### src/rtl/fetch_queue.sv
// Instruction fetch queue: issues in-order memory requests, buffers returned words
// in a small FIFO for decode, and squashes in-flight fetches on an execute-stage redirect.
module fetch_queue #(
  parameter int unsigned DEPTH           = 4,
  parameter int unsigned MAX_OUTSTANDING = 2,
  parameter logic [31:0] RESET_PC        = 32'h0000_0000
) (
  input  logic        clk,
  input  logic        rst,
  output logic        imem_req_valid,
  output logic [31:0] imem_req_addr,
  input  logic        imem_req_ready,
  input  logic        imem_rsp_valid,
  input  logic [31:0] imem_rsp_data,
  input  logic        PCSrcE,
  input  logic [31:0] PCTargetE,
  input  logic        StallD,
  output logic        InstrValidD,
  output logic [31:0] InstrD,
  output logic [31:0] PCD,
  output logic [31:0] PCPlus4D
);

  localparam int unsigned AW  = (DEPTH > 1) ? $clog2(DEPTH) : 1;
  localparam int unsigned CW  = $clog2(DEPTH + 1);
  localparam logic [31:0] NOP = 32'h0000_0013;

  logic [31:0]   fetch_pc;
  logic [31:0]   rsp_pc;
  logic [CW-1:0] occupancy;
  logic [CW-1:0] outstanding;
  logic [CW-1:0] drop_cnt;
  logic [AW-1:0] rd_ptr;
  logic [AW-1:0] wr_ptr;
  logic [31:0]   instr_buf [DEPTH];
  logic [31:0]   pc_buf    [DEPTH];

  logic          handshake;
  logic          push;
  logic          pop;
  logic [CW:0]   committed;
  logic [31:0]   target;

  assign target    = PCTargetE & 32'hFFFF_FFFC;
  // FIFO slots are reserved at request time so a response always has room.
  assign committed = {1'b0, occupancy} + {1'b0, outstanding};

  assign imem_req_valid = !rst && !PCSrcE
                       && (outstanding < CW'(MAX_OUTSTANDING))
                       && (committed < (CW+1)'(DEPTH));
  assign imem_req_addr  = fetch_pc;

  assign handshake = imem_req_valid && imem_req_ready;
  assign push      = !rst && !PCSrcE && imem_rsp_valid && (drop_cnt == '0);
  assign pop       = !rst && !PCSrcE && InstrValidD && !StallD;

  always_ff @(posedge clk) begin
    if (rst) begin
      fetch_pc    <= RESET_PC;
      rsp_pc      <= RESET_PC;
      occupancy   <= '0;
      outstanding <= '0;
      drop_cnt    <= '0;
      rd_ptr      <= '0;
      wr_ptr      <= '0;
    end else if (PCSrcE) begin
      // Everything still in flight belongs to the squashed path.
      fetch_pc    <= target;
      rsp_pc      <= target;
      occupancy   <= '0;
      rd_ptr      <= '0;
      wr_ptr      <= '0;
      outstanding <= outstanding - CW'(imem_rsp_valid);
      drop_cnt    <= outstanding - CW'(imem_rsp_valid);
    end else begin
      if (handshake) fetch_pc <= fetch_pc + 32'd4;
      if (push) begin
        wr_ptr <= wr_ptr + AW'(1);
        rsp_pc <= rsp_pc + 32'd4;
      end
      if (pop) rd_ptr <= rd_ptr + AW'(1);
      if (imem_rsp_valid && (drop_cnt != '0)) drop_cnt <= drop_cnt - CW'(1);
      outstanding <= outstanding + CW'(handshake) - CW'(imem_rsp_valid);
      occupancy   <= occupancy + CW'(push) - CW'(pop);
    end
  end

  always_ff @(posedge clk) begin
    if (push) begin
      instr_buf[wr_ptr] <= imem_rsp_data;
      pc_buf[wr_ptr]    <= rsp_pc;
    end
  end

  always_ff @(posedge clk) begin
    if (!rst && push) assert (occupancy < CW'(DEPTH));
  end

  always_comb begin
    InstrValidD = (occupancy != '0);
    InstrD      = NOP;
    PCD         = 32'h0;
    PCPlus4D    = 32'h0;
    if (InstrValidD) begin
      InstrD   = instr_buf[rd_ptr];
      PCD      = pc_buf[rd_ptr];
      PCPlus4D = pc_buf[rd_ptr] + 32'd4;
    end
  end

endmodule

### config.mk
export PLATFORM = sky130hd
export DESIGN_NAME = fetch_queue
export DESIGN_NICKNAME = d
export VERILOG_FILES = /design/src/rtl/fetch_queue.sv
export SDC_FILE = /design/constraint.sdc
export NUM_CORES = 1
export LEC_CHECK = 0
export CORE_MARGIN = 5
export CORE_UTILIZATION = 57
export CTS_CLUSTER_SIZE = 10
export DETAILED_ROUTE_END_ITERATION = 16
export DONT_BUFFER_PORTS = 1
export PLACE_DENSITY = 0.75
export SETUP_SLACK_MARGIN = 0.3
export SYNTH_ARGS = -nofsm -noshare
export SYNTH_HDL_FRONTEND = slang
export SYNTH_SLANG_ARGS = --single-unit
### constraint.sdc
create_clock -name clk -period 3.15 [get_ports clk]
set_input_delay 0.4725 -clock clk [delete_from_list [all_inputs] [get_ports clk]]
set_output_delay 0.4725 -clock clk [all_outputs]
set_load 0.05 [all_outputs]
Word-level counts from Yosys, hierarchy flattened

Memories as Yosys holds them, arrays and structs flattened. A register that Yosys moved wholly into a read port is not among the register bits.
Index checks and enable logic that the tools add are counted.

Register bits after elaboration: 77
Bits in writable memories: 256
Bits of input ports: 70
Output and inout port bits: 130
Memories: 2

Add/subtract/negate cells: 12
Order comparisons: 2
Multiplexer cells: 16
Reductions and logical operators: 19

Memory list:

| name      | words | bits a word | rd ports | clocked after Yosys merged registers in | wr ports | line | text |
|---|---|---|---|---|---|---|---|
| instr_buf | 4     | 32          | 1        | 1                                       | 1        | 35   | `logic [31:0] instr_buf [DEPTH];` |
| pc_buf    | 4     | 32          | 1        | 1                                       | 1        | 36   | `logic [31:0] pc_buf [DEPTH];` |

Operator list:

| operator                                                   | count |
|---|---|
| two-way mux 32 bit                                         | 7 |
| adder 32 x 3 -> 32 bit, second input constant              | 3 |
| logical AND 1 bit                                          | 9 |
| two-way mux 3 bit                                          | 3 |
| subtractor 3 x 1 -> 3 bit                                  | 3 |
| two-way mux 2 bit                                          | 4 |
| adder 3 x 1 -> 3 bit                                       | 2 |
| nonzero test 2 bit                                         | 3 |
| nonzero test 3 bit                                         | 2 |
| adder 2 x 1 -> 2 bit, second input constant                | 2 |
| adder 3 x 3 -> 4 bit                                       | 1 |
| less-than comparator 4 x 3 -> 1 bit, second input constant | 1 |
| zero test 1 bit                                            | 3 |
| zero test 3 bit                                            | 1 |
| less-than comparator 3 x 2 -> 1 bit, second input constant | 1 |
| subtractor 3 x 1 -> 3 bit, second input constant           | 1 |
| two-way mux 1 bit                                          | 2 |
| OR reduction 2 bit                                         | 1 |

Longest topological paths before layout

Depth in word-level cells: 8
Depth in mapped cells: 14
Depth with buffers taken out: 12

Worst setup path after synthesis

OpenSTA, ideal clock, no wires.

Path type: reg-to-output
Start point: register with a tool-made name
End point: output PCPlus4D[18]
Arrival time: 2.811 ns
Required time: 2.677 ns
Slack: -0.133 ns
Cell stages (with the launch flop): 9
Path buffers: 2
Cells stage by stage: dfxtp_1 > buf_6 > mux4_1 > ha_1 > nand3_2 > or2_1 > buf_6 > or4_1 > a21oi_1

RTL lines:

| element   | line | text |
|---|---|---|
| to (decl) | 21   | `output logic [31:0] PCPlus4D` |

==> out/metrics.json <==
{
  "job": {
    "max_cap_violations": 0
  },
  "cells_and_area": {
    "finish.net_count": 1276,
    "layout-drive-gt1-share": 0.285,
    "final-instance-count-excl-fill": 1532,
    "area_added_between_synthesis_and_finish_pct": 21.0,
    "insertedDiodeCount": 0
  },
  "floorplan": {
    "fp.coreArea_um2": 25100,
    "chipHeight_um": 170,
    "rows": 58,
    "num_io_pins": 200,
    "floorplan.initialDensity": 0.578,
    "dieWidth_um": 170,
    "dieArea_um2": 28700
  },
  "logic_synthesis": {
    "postSynth.asyncResetShare": 0,
    "synth_compound_gate_area_share": 0.0643,
    "ys.warnings.count": 0,
    "ys_ff_latch": 323,
    "post_syn_instances": 1057,
    "synthSimpleGateAreaFrac": 0.133,
    "main_combinational_cell_family_by_area_after_synthesis": "simple AND/OR/NAND/NOR gates",
    "netlist_area_um2": 14500,
    "yosysSeqAreaShare": 0.617,
    "avgSynthCellArea_um2": 13.7,
    "synth_xor_xnor_area_share": 0.0254,
    "synth_edf_count": 248,
    "ys.flop_type": "sky130_fd_sc_hd__edfxtp_1",
    "yosysUniqueCellTypes": 71,
    "synth_adder_area_share": 0.0183,
    "synthMuxAreaShare": 0.107
  },
  "route": {
    "route.top_layer_used": "met4",
    "detail_route.wl_per_cell_um": 23.9,
    "dr_wl_met3_mm": 3.66,
    "route.final.wire_length_mm": 36.7,
    "wl_met1_mm": 13.7,
    "remaining_drcs": 0,
    "vias_per_cell": 6.24,
    "route.vias.total": 9563,
    "wl_met2_mm": 18.2,
    "detail-route-antenna-nets": 0,
    "detailedRoute.firstPassIterationCount": 5,
    "drt_first_iter_violations": 1085
  },
  "timing": {
    "final_min_period_over_clock_period": 1.08,
    "finalHoldViolations": 0,
    "setup-violations-final": 18,
    "finClkSkew_ns": 0.0216,
    "finalWorstSetupSlack_ns": -0.239,
    "achievable-frequency_mhz": 295,
    "fin_crit_ns": 3.39,
    "tightest_slew_ns": 0.696,
    "maxSlewViolCount": 0,
    "timing.slew.headroom": 0.535,
    "rsz_0062_raised_after_global_routing": "yes"
  },
  "power_and_ir_drop": {
    "p_per_area_nw_per_um2": 536,
    "design_power_total_mw": 9.40,
    "worst_ir_drop_vdd_uv": 548,
    "power.static_leakage_nw": 5.95
  },
  "global_routing": {
    "grt_first_pass_wirelength_mm": 52.5,
    "number_of_global_route_vias_before_repair": 9266,
    "total_track_usage": 0.234,
    "grt_max_degree": 64,
    "total_gr_overflow": 0,
    "grt_antenna_before_repair": 0
  },
  "hold_path": {
    "worst_hold_startpoint": "rst",
    "holdCritPathClass": "primary input to flip-flop",
    "worstHoldPathCells": 1,
    "worst_hold_path.endpoint": "imem_req_addr[8]$_SDFFE_PP0P_"
  },
  "clocking": {
    "clock_tree_root_driver_cell": "sky130_fd_sc_hd__clkbuf_16",
    "worstSkewPairLatency_ns": 0.52,
    "clock_path_buffers": 3,
    "cts.htree.levels": 2,
    "numCtsBuffers": 39,
    "clock_sinks": 323,
    "cts_tree": "built",
    "worst_setup_hold_path_clk_slew_ns": 0.05
  },
  "place": {
    "port_buffers": 0,
    "gpl.final_weighted_congestion": 0.855,
    "place.detailed.instances": 1422,
    "post-dp-hpwl_mm": 21.8,
    "placement.setup.worst_slack_ns": 0.0619
  },
  "setup_path": {
    "reg2reg_setup_slack_ns": 0.49,
    "worstReg2RegStart": "occupancy[2]$_SDFF_PP0_",
    "timing.critical_path.from_type": "flip-flop",
    "r2r_cells": 11,
    "setup.worst_path.end_class": "output pin",
    "maximum_fanout_encountered_on_the_critical_timing_path": 8,
    "required_ns": 2.68,
    "cp.arrival_ns": 2.92,
    "path_class": "flip-flop to output pin",
    "timing.rr.end": "outstanding[2]$_SDFF_PP0_"
  },
  "run_status": {
    "failed_checks": "setup timing",
    "outcome": "finished with violations"
  }
}
-- registers in the layout, indices dropped and copies added, names as in the netlist, named ones only --
| signal | cells |
|---|---|
| instr_buf | 128 |
| pc_buf | 120 |
| imem_req_addr | 30 |
| rsp_pc | 30 |
| drop_cnt | 3 |
| occupancy | 3 |
| outstanding | 3 |
| rd_ptr | 2 |
| wr_ptr | 2 |
-- per-layer routing --
layer  track usage  up-vias
met5             0        -
met4        0.0595        0
met3        0.0585       90
met2         0.388      540
met1         0.315     4677
li1              -     4256
-- worst max path at each step --
stage               startpoint            to  slack, ns  cells after the start
finish               flip-flop  PCPlus4D[27]      -0.24                      7
global route         flip-flop  PCPlus4D[15]      -0.32                     10
CTS                  flip-flop  PCPlus4D[30]      -0.22                      8
detailed placement   flip-flop  PCPlus4D[31]       0.06                      8
global placement     flip-flop  PCPlus4D[31]       0.11                      8
floorplan            flip-flop  PCPlus4D[18]       0.15                      8
-- critical path, cell delays in order, from the launching register on --
cell                      delay (ns)
sky130_fd_sc_hd__dfxtp_4        0.39
sky130_fd_sc_hd__buf_12         0.16
sky130_fd_sc_hd__mux4_2         0.39
sky130_fd_sc_hd__nand4_4        0.16
sky130_fd_sc_hd__or3_4          0.51
sky130_fd_sc_hd__nor4_4         0.29
sky130_fd_sc_hd__mux2_4         0.33
sky130_fd_sc_hd__buf_8          0.15
-- per-stage QoR --
stage,instance area (um^2),util,TNS (ns),hold slack (ns)
floorplan,14600,-,0,0.469
global placement,15500,0.616,0,0.484
detailed placement,15500,0.616,0,0.491
CTS,17000,0.676,-2.10,0.000148
global route,17500,0.699,-4.50,0.00568
finish,17500,0.699,-2.76,0.0222
-- layout make-up --
cell class	instances	area [um^2]
Sequential cell	323	8960
Fill cell	1612	7570
Multi-Input combinational cell	637	5430
Timing Repair Buffer	146	1500
Clock buffer	54	1070
Tap cell	330	413
Inverter	39	150
Clock inverter	3	18.8
-- cell families after synthesis --
kind of cell / count (synthesis)
mux: 73
simple gates: 350
buf+inv: 102
fa+ha+maj: 20
xor+xnor: 42
flops: 323
other cells: 1
compound gates: 146
-- placed cells by master (no fill, tap or decap), types with 6 or more instances in the layout --
cell / count
sky130_fd_sc_hd__nand3_1: 32
sky130_fd_sc_hd__mux4_2: 60
sky130_fd_sc_hd__and3_1: 8
sky130_fd_sc_hd__nor2_1: 69
sky130_fd_sc_hd__xor2_1: 10
sky130_fd_sc_hd__ha_1: 17
sky130_fd_sc_hd__conb_1: 6
sky130_fd_sc_hd__edfxtp_1: 248
sky130_fd_sc_hd__buf_12: 19
sky130_fd_sc_hd__a21boi_0: 13
sky130_fd_sc_hd__inv_1: 34
sky130_fd_sc_hd__and2_4: 11
sky130_fd_sc_hd__and2_1: 47
sky130_fd_sc_hd__a31oi_1: 25
sky130_fd_sc_hd__or3_1: 11
sky130_fd_sc_hd__mux2_4: 9
sky130_fd_sc_hd__nor3_2: 6
sky130_fd_sc_hd__o21ai_0: 25
sky130_fd_sc_hd__a21oi_1: 27
sky130_fd_sc_hd__buf_4: 87
sky130_fd_sc_hd__clkbuf_1: 13
sky130_fd_sc_hd__nand2_1: 51
sky130_fd_sc_hd__dfxtp_1: 73
sky130_fd_sc_hd__xnor2_1: 32
sky130_fd_sc_hd__nor3_1: 21
sky130_fd_sc_hd__nand4_1: 15
sky130_fd_sc_hd__clkbuf_16: 41
sky130_fd_sc_hd__nor4_1: 13
sky130_fd_sc_hd__buf_6: 34
sky130_fd_sc_hd__a211oi_1: 12
-- cell usage after synthesis (9+ instances only) --
library cell | number | share of area
sky130_fd_sc_hd__buf_4 | 9 | 0.0047
sky130_fd_sc_hd__nand4_1 | 15 | 0.0065
sky130_fd_sc_hd__ha_1 | 18 | 0.016
sky130_fd_sc_hd__nor2_1 | 72 | 0.019
sky130_fd_sc_hd__xor2_1 | 10 | 0.0060
sky130_fd_sc_hd__clkbuf_1 | 37 | 0.0096
sky130_fd_sc_hd__nor3_1 | 30 | 0.010
sky130_fd_sc_hd__edfxtp_1 | 248 | 0.51
sky130_fd_sc_hd__and2_1 | 61 | 0.026
sky130_fd_sc_hd__mux4_2 | 52 | 0.081
sky130_fd_sc_hd__a21boi_0 | 13 | 0.0067
sky130_fd_sc_hd__inv_1 | 38 | 0.0098
sky130_fd_sc_hd__dfxtp_1 | 75 | 0.10
sky130_fd_sc_hd__xnor2_1 | 32 | 0.019
sky130_fd_sc_hd__a211oi_1 | 12 | 0.0062
sky130_fd_sc_hd__nor4_1 | 16 | 0.0069
sky130_fd_sc_hd__o21ai_0 | 28 | 0.0097
sky130_fd_sc_hd__or3_1 | 16 | 0.0069
sky130_fd_sc_hd__a31oi_1 | 25 | 0.011
sky130_fd_sc_hd__a21oi_1 | 35 | 0.012
sky130_fd_sc_hd__nand2_1 | 52 | 0.013
sky130_fd_sc_hd__nand3_1 | 34 | 0.012
sky130_fd_sc_hd__mux4_1 | 10 | 0.018
sky130_fd_sc_hd__and3_1 | 12 | 0.0052
-- what timing repair did --
action | CTS | global route
pin swaps | 9 | 18
endpoints found under the setup margin | 50 | 54
setup buffers | 25 | 27
gates resized for setup | 67 | 91
endpoints found under the hold margin | 1 | 0
hold buffers | 1 | 0
-- power breakdown --
part | switching (mW) | leakage, nW | internal (mW)
logic | 0.408 | 2.55 | 0.233
registers | 0.133 | 2.87 | 4.69
clock network | 1.59 | 0.533 | 2.35
(Power assumes the default switching activity.)
